==> config.mk <==
export PLATFORM = sky130hd
export DESIGN_NAME = apb_slave_regbank_flat
export DESIGN_NICKNAME = d
export VERILOG_FILES = /design/src/rtl/apb_slave_regbank_if.sv /design/src/rtl/apb_slave_regbank.sv /design/src/flat_wrapper.sv
export SDC_FILE = /design/constraint.sdc
export NUM_CORES = 1
export LEC_CHECK = 0
export BUFFER_PORTS_ARGS = -buffer_cell sky130_fd_sc_hd__buf_4
export CAP_MARGIN = 20
export CORE_ASPECT_RATIO = 1.1
export CORE_MARGIN = 5
export CORE_UTILIZATION = 30
export CTS_CLUSTER_SIZE = 14
export DETAILED_ROUTE_END_ITERATION = 10
export MAX_ROUTING_LAYER = met4
export PLACE_DENSITY = 0.5
export RECOVER_POWER = 25
export SLEW_MARGIN = 20
export SYNTH_ARGS = -nofsm -noshare
export SYNTH_HDL_FRONTEND = slang
export SYNTH_SLANG_ARGS = --single-unit
==> constraint.sdc <==
create_clock -name i_clk_apb -period 4.24 [get_ports i_clk_apb]
set_input_delay 0.636 -clock i_clk_apb [delete_from_list [all_inputs] [get_ports i_clk_apb]]
set_output_delay 0.636 -clock i_clk_apb [all_outputs]
set_load 0.02 [all_outputs]
==> src/rtl/apb_slave_regbank_if.sv <==
// APB bus bundle between the team's APB master FSM and the register-bank completer.
// o_dbg_state mirrors the completer FSM state (0 = IDLE, 1 = ACCESS) for checkers.
interface apb_slave_regbank_if #(
    parameter int ADDR_W = 32
);
    // Handshake: a transfer is a setup cycle (psel=1, penable=0) followed by access
    // cycles (psel=1, penable=1); it completes in the access cycle where o_pready=1,
    // and o_prdata/o_pslverr are meaningful only in that cycle.
    logic              i_psel;
    logic              i_penable;
    logic              i_pwrite;
    logic [ADDR_W-1:0] i_paddr;
    logic [31:0]       i_pwdata;
    logic              o_pready;
    logic [31:0]       o_prdata;
    logic              o_pslverr;
    logic              o_dbg_state;

    modport master (
        output i_psel, i_penable, i_pwrite, i_paddr, i_pwdata,
        input  o_pready, o_prdata, o_pslverr, o_dbg_state
    );

    modport slave (
        input  i_psel, i_penable, i_pwrite, i_paddr, i_pwdata,
        output o_pready, o_prdata, o_pslverr, o_dbg_state
    );
endinterface

==> src/rtl/apb_slave_regbank.sv <==
// APB completer with a bank of 32-bit registers, programmable wait states and PSLVERR.
// Register 0 is a read-only ID; registers 1..NUM_REGS-1 are read/write and exported on o_regs.
module apb_slave_regbank #(
    parameter int          NUM_REGS    = 8,
    parameter int          ADDR_W      = 32,
    parameter int          WAIT_STATES = 0,
    parameter logic [31:0] ID_VALUE    = 32'hA9B0_0001
) (
    input  logic                   i_clk_apb,
    input  logic                   i_rst_apb,
    apb_slave_regbank_if.slave     apb,
    output logic [NUM_REGS*32-1:0] o_regs
);
    localparam int IW = ADDR_W - 2;

    typedef enum logic {
        S_IDLE   = 1'b0,
        S_ACCESS = 1'b1
    } state_e;

    state_e            state_q, state_d;
    logic [3:0]        cnt_q, cnt_d;
    logic [ADDR_W-1:0] addr_q, addr_d;
    logic              write_q, write_d;
    logic [31:0]       wdata_q, wdata_d;
    logic [31:0]       regs_q [1:NUM_REGS-1];
    logic [31:0]       regs_d [1:NUM_REGS-1];

    logic [IW-1:0]     idx;
    logic              dec_err;
    logic [31:0]       rd_word;
    logic              complete;
    logic              violation;

    // Decode always works from the address latched in the setup phase.
    always_comb begin
        idx     = addr_q[ADDR_W-1:2];
        dec_err = (addr_q[1:0] != 2'b00) || (idx >= IW'(NUM_REGS)) || (write_q && (idx == '0));
        rd_word = '0;
        if (idx == '0) begin
            rd_word = ID_VALUE;
        end
        for (int k = 1; k < NUM_REGS; k++) begin
            if (idx == IW'(k)) begin
                rd_word = regs_q[k];
            end
        end
    end

    always_comb begin
        state_d   = state_q;
        cnt_d     = cnt_q;
        addr_d    = addr_q;
        write_d   = write_q;
        wdata_d   = wdata_q;
        regs_d    = regs_q;
        complete  = 1'b0;
        violation = 1'b0;
        case (state_q)
            S_IDLE: begin
                if (apb.i_psel && !apb.i_penable) begin
                    addr_d  = apb.i_paddr;
                    write_d = apb.i_pwrite;
                    wdata_d = apb.i_pwdata;
                    cnt_d   = 4'(WAIT_STATES);
                    state_d = S_ACCESS;
                end else if (apb.i_psel && apb.i_penable) begin
                    violation = 1'b1;
                end
            end
            S_ACCESS: begin
                if (!apb.i_psel) begin
                    state_d = S_IDLE;
                end else if (apb.i_penable) begin
                    if (cnt_q != 4'd0) begin
                        cnt_d = cnt_q - 4'd1;
                    end else begin
                        complete = 1'b1;
                        state_d  = S_IDLE;
                    end
                end
            end
            default: state_d = S_IDLE;
        endcase
        if (complete && write_q && !dec_err) begin
            for (int k = 1; k < NUM_REGS; k++) begin
                if (idx == IW'(k)) begin
                    regs_d[k] = wdata_q;
                end
            end
        end
    end

    // Reset masks the response so an aborted transfer never reports completion.
    always_comb begin
        apb.o_pready    = !i_rst_apb && (complete || violation);
        apb.o_pslverr   = !i_rst_apb && (violation || (complete && dec_err));
        apb.o_prdata    = (!i_rst_apb && complete && !write_q && !dec_err) ? rd_word : 32'h0;
        apb.o_dbg_state = state_q;
    end

    always_comb begin
        o_regs        = '0;
        o_regs[31:0]  = ID_VALUE;
        for (int k = 1; k < NUM_REGS; k++) begin
            o_regs[32*k +: 32] = regs_q[k];
        end
    end

    always_ff @(posedge i_clk_apb) begin
        if (i_rst_apb) begin
            state_q <= S_IDLE;
            cnt_q   <= 4'd0;
            addr_q  <= '0;
            write_q <= 1'b0;
            wdata_q <= 32'h0;
            for (int k = 1; k < NUM_REGS; k++) begin
                regs_q[k] <= 32'h0;
            end
        end else begin
            state_q <= state_d;
            cnt_q   <= cnt_d;
            addr_q  <= addr_d;
            write_q <= write_d;
            wdata_q <= wdata_d;
            regs_q  <= regs_d;
        end
    end
endmodule

==> src/flat_wrapper.sv <==
// flat-port wrapper written by rule: the top's interface ports become plain ports
module apb_slave_regbank_flat 
#(
    parameter int          NUM_REGS    = 8,
    parameter int          ADDR_W      = 32,
    parameter int          WAIT_STATES = 0,
    parameter logic [31:0] ID_VALUE    = 32'hA9B0_0001
)
  (i_clk_apb, i_rst_apb, o_regs, apb_i_psel, apb_i_penable, apb_i_pwrite, apb_i_paddr, apb_i_pwdata, apb_o_pready, apb_o_prdata, apb_o_pslverr, apb_o_dbg_state);
  apb_slave_regbank_if #(.ADDR_W(ADDR_W)) apb_i ();
  input  logic i_clk_apb;
  input  logic i_rst_apb;
  output logic [NUM_REGS*32-1:0] o_regs;
  input wire logic [$bits(apb_i.i_psel)-1:0] apb_i_psel;
  input wire logic [$bits(apb_i.i_penable)-1:0] apb_i_penable;
  input wire logic [$bits(apb_i.i_pwrite)-1:0] apb_i_pwrite;
  input wire logic [$bits(apb_i.i_paddr)-1:0] apb_i_paddr;
  input wire logic [$bits(apb_i.i_pwdata)-1:0] apb_i_pwdata;
  output wire logic [$bits(apb_i.o_pready)-1:0] apb_o_pready;
  output wire logic [$bits(apb_i.o_prdata)-1:0] apb_o_prdata;
  output wire logic [$bits(apb_i.o_pslverr)-1:0] apb_o_pslverr;
  output wire logic [$bits(apb_i.o_dbg_state)-1:0] apb_o_dbg_state;
  assign apb_i.i_psel = apb_i_psel;
  assign apb_i.i_penable = apb_i_penable;
  assign apb_i.i_pwrite = apb_i_pwrite;
  assign apb_i.i_paddr = apb_i_paddr;
  assign apb_i.i_pwdata = apb_i_pwdata;
  assign apb_o_pready = apb_i.o_pready;
  assign apb_o_prdata = apb_i.o_prdata;
  assign apb_o_pslverr = apb_i.o_pslverr;
  assign apb_o_dbg_state = apb_i.o_dbg_state;
  apb_slave_regbank #(.NUM_REGS(NUM_REGS), .ADDR_W(ADDR_W), .WAIT_STATES(WAIT_STATES), .ID_VALUE(ID_VALUE)) u_core (.i_clk_apb(i_clk_apb), .i_rst_apb(i_rst_apb), .apb(apb_i), .o_regs(o_regs));
endmodule
==> results.yml, run 1 <==
yosys:
  async_flop_share: 0
  synth_top_area_cell: "dfxtp_1"
  ys_top_cells_by_area: "dfxtp_1 (45%), mux2i_1 (19%), nand2_1 (12%)"
  synth_cell_type_count: 40
  netlist_area_um2: 13000
  synth-seq-cells: 294
  ys_warn_count: 0
  netlist_instances: 1492
  synthTopCellsByCount: "nand2_1 (406), dfxtp_1 (294), mux2i_1 (243)"
  syn_area_per_cell_um2: 8.70
  synth.most_common_cell: "nand2_1"
  synth_seq_area_share: 0.454
  synth-edff-count: 0
  synth_top_area_frac: 0.454
  ys.flop_type: "dfxtp_1"
routing:
  first_pass_iters: 5
  drc: 0
  drt-vias-per-instance: 5.01
  wl_per_cell_um: 21.6
  ant_nets: 0
  vias: 11800
  wl_um: 51000
  drt_iter0_drc: 744
floorplanning:
  core_area_um2: 43000
  initial_utilization: 0.301
  pin_count: 360
  die_x_um: 208
  rows: 80
  die_area_um2: 47500
  fp.dieH_um: 228
sta:
  max_freq_ghz: 0.254
  whs_ns: 0.347
  layout_min_cycle_time_ns: 3.93
  tightest_slew_ns: 2.00
  finalCritPeriodShare: 0.927
  slew_viol_final: 10
  fin_setup_tns_ns: 0
  slew_headroom: -0.338
  finalSetupViolCount: 0
  finClkSkew_ns: 0.0153
  grt_setup_unrepaired: "no"
  hold_viol: 0
min_path:
  min_path_cells: 2
  holdCritPathClass: "in2reg"
  hold_end: "u_core.apb.o_dbg_state"
  min_from: "apb_i_penable"
grt:
  grt_pass1_wl_um: 75900
  overflow: 0
  antenna_found_initial: 1
  grt_pass1_vias: 11900
  grt_max_degree: 100
  track_usage: 0.209
finish:
  multi_input_area_um2: 6410
  fin_nets: 1834
  fill_cells: 4546
  drive_above_1_share: 0.179
  syn_to_final_growth_pct: 27.6
  seq_area_um2: 5900
  antennaDiodeCount: 0
setup_path:
  crit_type: "reg2out"
  rr_startpoint: "u_core.addr_q[3]"
  cp_slowest_cell: "dfxtp_4"
  worstPathArrival_ns: 3.30
  crit_required_ns: 3.60
  r2r_end: "u_core.o_regs[120]"
  cp-end-kind: "output port"
  cpPeakStageDelay_ns: 0.85
  cp_max_fo: 52
  reg2reg_depth: 6
  cpMostUsedCell: "buf_4"
  start_kind: "flop"
  r2r_slack_ns: 1.26
  cp_cell_sequence: "nor2b_4 > nand2_2 > buf_4 > o22ai_1 > nor4_1 > buf_4"
clocking:
  clock_latency_ns: 0.53
  cts_resized: 0
  postCtsSetupBuffers: 0
  cts_hold_buf: 0
  numCtsBuffers: 36
  clockBufferDepth: 3
  cts_root_buf: "clkbuf_16"
  cts_sinks: 294
  path_clk_slew_ns: 0.06
  cts_tree: "yes"
  cts_max_level: 2
power:
  p_leak_nw: 7.24
  power_density_nw_per_um2: 381
  vdd_drop_max_uv: 289
placement:
  gp_congestion: 0.807
  dp_hpwl_um: 33500
  portBuffers: 327
run:
  maxCapViolCount: 1
outcome:
  status: "finished, violations left"
  violations: "max-capacitance violations, max-slew violations"
power breakdown:
| part | internal (W) | switching, W | leakage [nW] | total [W] |
|---|---|---|---|---|
| Sequential | 0.00279 | 0.0000332 | 2.38 | 0.00283 |
| Clock | 0.00190 | 0.00122 | 0.587 | 0.00312 |
| Combinational | 0.000117 | 0.000253 | 4.28 | 0.000370 |
| Total | 0.00481 | 0.00150 | 7.24 | 0.00631 |
stage by stage:
step	power, W	worst slack, ns	utilization	std cells	area (µm²)
floorplan	0.00312	0.785	-	1522	13100
global placement	0.00326	0.778	0.369	2300	15900
detailed placement	0.00326	0.628	0.369	2300	15900
CTS	0.00641	0.246	0.397	2363	17100
global route	0.00656	0.187	0.385	2363	16600
finish	0.00631	0.309	0.385	2363	16600
cells in the final DEF, fill, tap and decap left out, types with 5 or more instances in the layout:
master | netlist | layout
o22ai_1 | 54 | 54
clkbuf_16 | 0 | 37
nor2_1 | 31 | 31
nor4_1 | 31 | 31
inv_1 | 26 | 26
a2111oi_0 | 8 | 8
mux2i_1 | 243 | 243
dfxtp_1 | 294 | 290
conb_1 | 2 | 32
a221oi_1 | 24 | 24
nand2_1 | 406 | 403
clkbuf_1 | 90 | 141
buf_12 | 0 | 5
buf_4 | 35 | 217
nand2b_1 | 10 | 8
a21oi_1 | 147 | 147
clkbuf_8 | 0 | 10
nand4_1 | 6 | 6
mux2_2 | 25 | 25
state kept, by name, summed over array words and instances, names as in the netlist:
register,flops
u_core.o_regs,224
u_core.addr_q,32
u_core.wdata_q,32
u_core.cnt_q,4
u_core.apb.o_dbg_state,1
u_core.write_q,1
worst max-delay path by stage:
| stage | from | to | slack, ns | depth (start not counted) |
|---|---|---|---|---|
| after floorplan | apb_i_penable | apb_o_prdata[21] | 0.79 | 5 |
| after global placement | apb_i_penable | apb_o_prdata[9] | 0.78 | 7 |
| after detailed placement | apb_i_penable | apb_o_prdata[9] | 0.63 | 7 |
| after CTS | u_core.addr_q[5] | apb_o_prdata[9] | 0.25 | 6 |
| after global routing | u_core.addr_q[2] | apb_o_prdata[14] | 0.19 | 5 |
| final | u_core.addr_q[2] | apb_o_prdata[14] | 0.31 | 6 |
routing by layer:
layer  part of all wire  vias to the layer above  global-route usage
li1                   -                     5626                   -
met1               0.45                     5713               0.272
met2               0.46                      416               0.329
met3              0.073                       76              0.0539
met4              0.020                        0              0.0450
met5                  0                        -                   -
cell type report:
| cell class | instances | area share |
|---|---|---|
| Multi-Input combinational cell | 1050 | 0.387 |
| Sequential cell | 294 | 0.356 |
| Timing Repair Buffer | 355 | 0.135 |
| Clock buffer | 55 | 0.0660 |
| Tap cell | 574 | 0.0434 |
| Clock inverter | 8 | 0.00627 |
| Inverter | 27 | 0.00657 |
kinds of logic (layout without fill, tap and decap cells):
| kind of cell | after synthesis | count (layout) | share of synthesized area |
|---|---|---|---|
| compound gates | 236 | 236 | 0.106 |
| fa+ha+maj | 1 | 1 | 0.000964 |
| buf+inv | 178 | 445 | 0.0635 |
| flops | 294 | 294 | 0.454 |
| mux | 268 | 268 | 0.209 |
| other cells | 2 | 32 | 0.000579 |
| simple gates | 513 | 513 | 0.166 |
worst max-delay path, delay by kind of cell, from the launching register on:
kind,cells,cell delay (ns)
AO/OA/AOI/OAI,1,0.12
buffers and inverters,2,0.64
flip-flops,1,0.85
AND/OR/NAND/NOR,3,1.12
Note: power is estimated with default switching activity, not from simulation.
==> run 2, diff against run 1 <==
- CORE_MARGIN: 5 -> unset
- CTS_CLUSTER_SIZE: 14 -> unset
==> results.yml, run 2 (synthesis results as in run 1) <==
outcome:
  status: "finished, violations left"
  violations: "max-capacitance violations, max-slew violations"
sta:
  finalSetupViolCount: 0
  finClkSkew_ns: 0.0157
  max_freq_ghz: 0.253
  hold_viol: 0
  tightest_slew_ns: 2.41
  slew_headroom: -0.605
  grt_setup_unrepaired: "no"
  layout_min_cycle_time_ns: 3.96
  whs_ns: 0.346
  slew_viol_final: 44
  fin_setup_tns_ns: 0
  finalCritPeriodShare: 0.934
grt:
  overflow: 0
  antenna_found_initial: 1
  grt_pass1_wl_um: 74000
  track_usage: 0.226
  grt_pass1_vias: 11700
  grt_max_degree: 159
power:
  netSwitchingPower_w: 0.00148
  power_density_nw_per_um2: 382
  pwr-share-seq: 0.447
  p_clk_frac: 0.495
  p_sw_frac: 0.235
  intPower_w: 0.00484
  pwr-share-comb: 0.058
  p_leak_nw: 7.24
  vdd_drop_max_uv: 245
clocking:
  cts_resized: 0
  cts_root_buf: "clkbuf_16"
  clock_latency_ns: 0.53
  cts_max_level: 2
  path_clk_slew_ns: 0.06
  numCtsBuffers: 35
  postCtsSetupBuffers: 0
  cts_sinks: 294
  cts_tree: "yes"
  cts_hold_buf: 0
  clockBufferDepth: 3
setup_path:
  crit_required_ns: 3.60
  reg2reg_depth: 6
  crit_path_start: "u_core.apb.o_dbg_state"
  worstPathArrival_ns: 3.32
  start_kind: "flop"
  rr_startpoint: "u_core.addr_q[3]"
  r2r_end: "u_core.o_regs[119]"
  crit_end: "apb_o_prdata[14]"
  r2r_slack_ns: 1.24
  cp-end-kind: "output port"
  cp_max_fo: 29
  crit_type: "reg2out"
routing:
  drt_iter0_drc: 629
  ant_nets: 0
  drc: 0
  vias: 11800
  wl_per_cell_um: 21.0
  drt-vias-per-instance: 5.01
  first_pass_iters: 5
  wl_um: 49600
finish:
  layout_commonest_cell: "nand2_1"
  mostFrequentLayoutCells: "nand2_1 (403), dfxtp_1 (290), mux2i_1 (243)"
  largest_reg_flops: 224
  drive_above_1_share: 0.178
  syn_to_final_growth_pct: 27.5
  fin_nets: 1838
min_path:
  min_path_cells: 2
  holdCritPathClass: "in2reg"
floorplanning:
  core_area_um2: 42500
  die_area_um2: 44100
  initial_utilization: 0.305
  rows: 79
  die_x_um: 200
  pin_count: 360
  fp.dieH_um: 220
placement:
  dp_hpwl_um: 32500
  portBuffers: 327
  gp_congestion: 0.802
run:
  maxCapViolCount: 1
[run 2: how the worst min path moves through the flow]
| stage | endpoint | from |
|---|---|---|
| after floorplan | u_core.addr_q[0] | u_core.addr_q[0] |
| after global placement | u_core.wdata_q[14] | u_core.wdata_q[14] |
| after CTS | u_core.apb.o_dbg_state | apb_i_penable |
| final | u_core.apb.o_dbg_state | apb_i_penable |
| after global routing | u_core.apb.o_dbg_state | apb_i_penable |
| after detailed placement | u_core.addr_q[1] | u_core.addr_q[1] |
[run 2: routing by layer]
metal / GRT usage / up-vias / part of all wire
li1: - / 5641 / -
met4: 0.0562 / 0 / 0.018
met1: 0.277 / 5715 / 0.44
met2: 0.368 / 411 / 0.47
met5: - / - / 0
met3: 0.0603 / 52 / 0.072
[run 2: cell type report]
class,count,area (µm²)
diodes,1,2.50
clock buffers,51,1030
clock inverters,11,165
fillers,4432,26000
inverters,27,109
multi-input cells,1050,6410
flip-flops and latches,294,5900
well taps,567,709
repair buffers,360,2220
[run 2: per-stage QoR]
step	instance area (µm²)	worst slack (ns)	total power (W)	instances	util
6_report	16500	0.281	0.00632	2361	0.389
5_1_grt	16500	0.0906	0.00655	2361	0.389
4_1_cts	17100	0.134	0.00641	2360	0.401
3_5_place_dp	15900	0.481	0.00326	2298	0.373
3_3_place_gp	15900	0.507	0.00326	2298	0.373
2_1_floorplan	13100	0.785	0.00312	1522	-
[run 2: worst max-delay path, stage by stage, from the launching register on]
cell and delay (ns):
dfxtp_1 0.48, or4b_1 0.56, nor4_1 0.39, nand3_2 0.17
buf_4 0.34, nor4_1 0.59, buf_4 0.25
[run 2: power by group through the flow]
stage / registers, W / clock network [W] / logic [W]
2_1_floorplan: 0.00287 / 0 / 0.000256
3_3_place_gp: 0.00289 / 0 / 0.000369
3_5_place_dp: 0.00289 / 0 / 0.000372
4_1_cts: 0.00283 / 0.00321 / 0.000373
5_1_grt: 0.00283 / 0.00332 / 0.000403
6_report: 0.00283 / 0.00313 / 0.000370
==> run 3, diff against run 2 <==
- PLACE_DENSITY: 0.5 -> unset
==> results.yml, run 3 (synthesis results as in run 1) <==
finish:
  fin_nets: 1835
  drive_above_1_share: 0.180
  final_util: 0.386
  largest_reg_flops: 224
  syn_to_final_growth_pct: 26.3
  fill_cells: 4468
  layout_commonest_cell: "nand2_1"
  mostFrequentLayoutCells: "nand2_1 (403), dfxtp_1 (290), mux2i_1 (243)"
  antennaDiodeCount: 0
sta:
  grt_setup_unrepaired: "no"
  slew_headroom: 0.431
  max_freq_ghz: 0.249
  layout_min_cycle_time_ns: 4.02
  slew_viol_final: 0
  fin_setup_tns_ns: 0
  finClkSkew_ns: 0.0164
  tightest_slew_ns: 0.832
  finalCritPeriodShare: 0.948
  finalSetupViolCount: 0
  hold_viol: 0
routing:
  ant_nets: 0
  wl_um: 48300
  first_pass_iters: 7
  drt_iter0_drc: 587
  drt-vias-per-instance: 5.06
  wl_per_cell_um: 20.5
  drc: 0
  vias: 11900
setup_path:
  crit_type: "reg2out"
  cp_max_fo: 9
  cp_cell_sequence: "or4b_1 > nor4_1 > nand3_2 > a2111oi_0 > buf_4"
  crit_required_ns: 3.60
  r2r_slack_ns: 1.23
  worstPathArrival_ns: 3.38
  cp-end-kind: "output port"
  start_kind: "flop"
  reg2reg_depth: 6
  cpPeakStageDelay_ns: 0.77
  cp_slowest_cell: "a2111oi_0"
clocking:
  numCtsBuffers: 30
  cts_max_level: 1
  cts_tree: "yes"
  cts_sinks: 294
  clockBufferDepth: 3
  cts_root_buf: "clkbuf_16"
  cts_hold_buf: 0
  clock_latency_ns: 0.58
  path_clk_slew_ns: 0.06
outcome:
  status: "finished clean"
floorplanning:
  die_x_um: 200
  initial_utilization: 0.305
  pin_count: 360
  fp.dieH_um: 220
  core_area_um2: 42500
  rows: 79
  die_area_um2: 44100
power:
  intPower_w: 0.00450
  vdd_drop_max_uv: 348
  p_clk_frac: 0.460
  power_density_nw_per_um2: 361
  p_leak_nw: 7.17
  netSwitchingPower_w: 0.00141
  pwr-share-seq: 0.477
  p_sw_frac: 0.239
  pwr-share-comb: 0.063
min_path:
  min_path_cells: 2
  holdCritPathClass: "in2reg"
placement:
  portBuffers: 327
  gp_congestion: 0.859
  dp_hpwl_um: 32400
grt:
  antenna_found_initial: 0
  grt_max_degree: 96
  grt_pass1_wl_um: 71400
  overflow: 0
  track_usage: 0.217
  grt_pass1_vias: 11600
run:
  maxCapViolCount: 0
-- run 3: what timing repair did --
action,CTS,global route
resized for setup,0,1
endpoints found under the setup margin,0,1
buffers inserted,0,0
-- run 3: power by group through the flow --
stage	combinational, W	clock (W)	sequential, W
floorplan	0.000256	0	0.00287
global placement	0.000371	0	0.00288
detailed placement	0.000374	0	0.00288
CTS	0.000375	0.00278	0.00282
global route	0.000408	0.00289	0.00282
finish	0.000373	0.00272	0.00282
-- run 3: path summary, 6_finish.rpt --
kind | to | startpoint
setup / recovery | apb_o_prdata[27] | u_core.apb.o_dbg_state
hold / removal | u_core.apb.o_dbg_state | apb_i_penable
setup reg to reg | u_core.o_regs[123] | u_core.addr_q[2]
hold reg to reg | u_core.addr_q[13] | u_core.addr_q[13]
-- run 3: area by class of cell --
type,count,area (µm²),area share
Timing Repair Buffer,362,2240,0.137
Clock inverter,11,145,0.00886
Sequential cell,294,5900,0.360
Multi-Input combinational cell,1050,6420,0.392
Tap cell,567,709,0.0433
Clock buffer,44,863,0.0527
Inverter,27,109,0.00664
-- run 3: metrics by stage --
stage	setup WS (ns)	power [W]	instance area, µm²	hold slack (ns)	std cells
after floorplan	0.785	0.00312	13100	0.431	1522
after global placement	0.469	0.00325	15900	0.443	2300
after detailed placement	0.483	0.00325	15900	0.447	2300
after CTS	0.0880	0.00598	16900	0.278	2355
after global routing	0.0328	0.00612	16400	0.299	2355
final	0.221	0.00591	16400	0.312	2355
-- run 3: worst max-delay path, delay by kind of cell, from the launching register on --
| kind | cells | cell delay (ns) |
|---|---|---|
| AOI/OAI and AO/OA | 1 | 0.77 |
| and+or+nand+nor | 3 | 1.29 |
| DFF | 1 | 0.49 |
| buffers and inverters | 1 | 0.27 |
-- run 3: routing by layer --
metal,vias to the layer above,GRT usage,wire length [µm]
met5,-,-,0
met4,0,0.0483,817
met3,64,0.0441,3350
met2,466,0.378,23800
met1,5760,0.257,20400
li1,5631,-,-
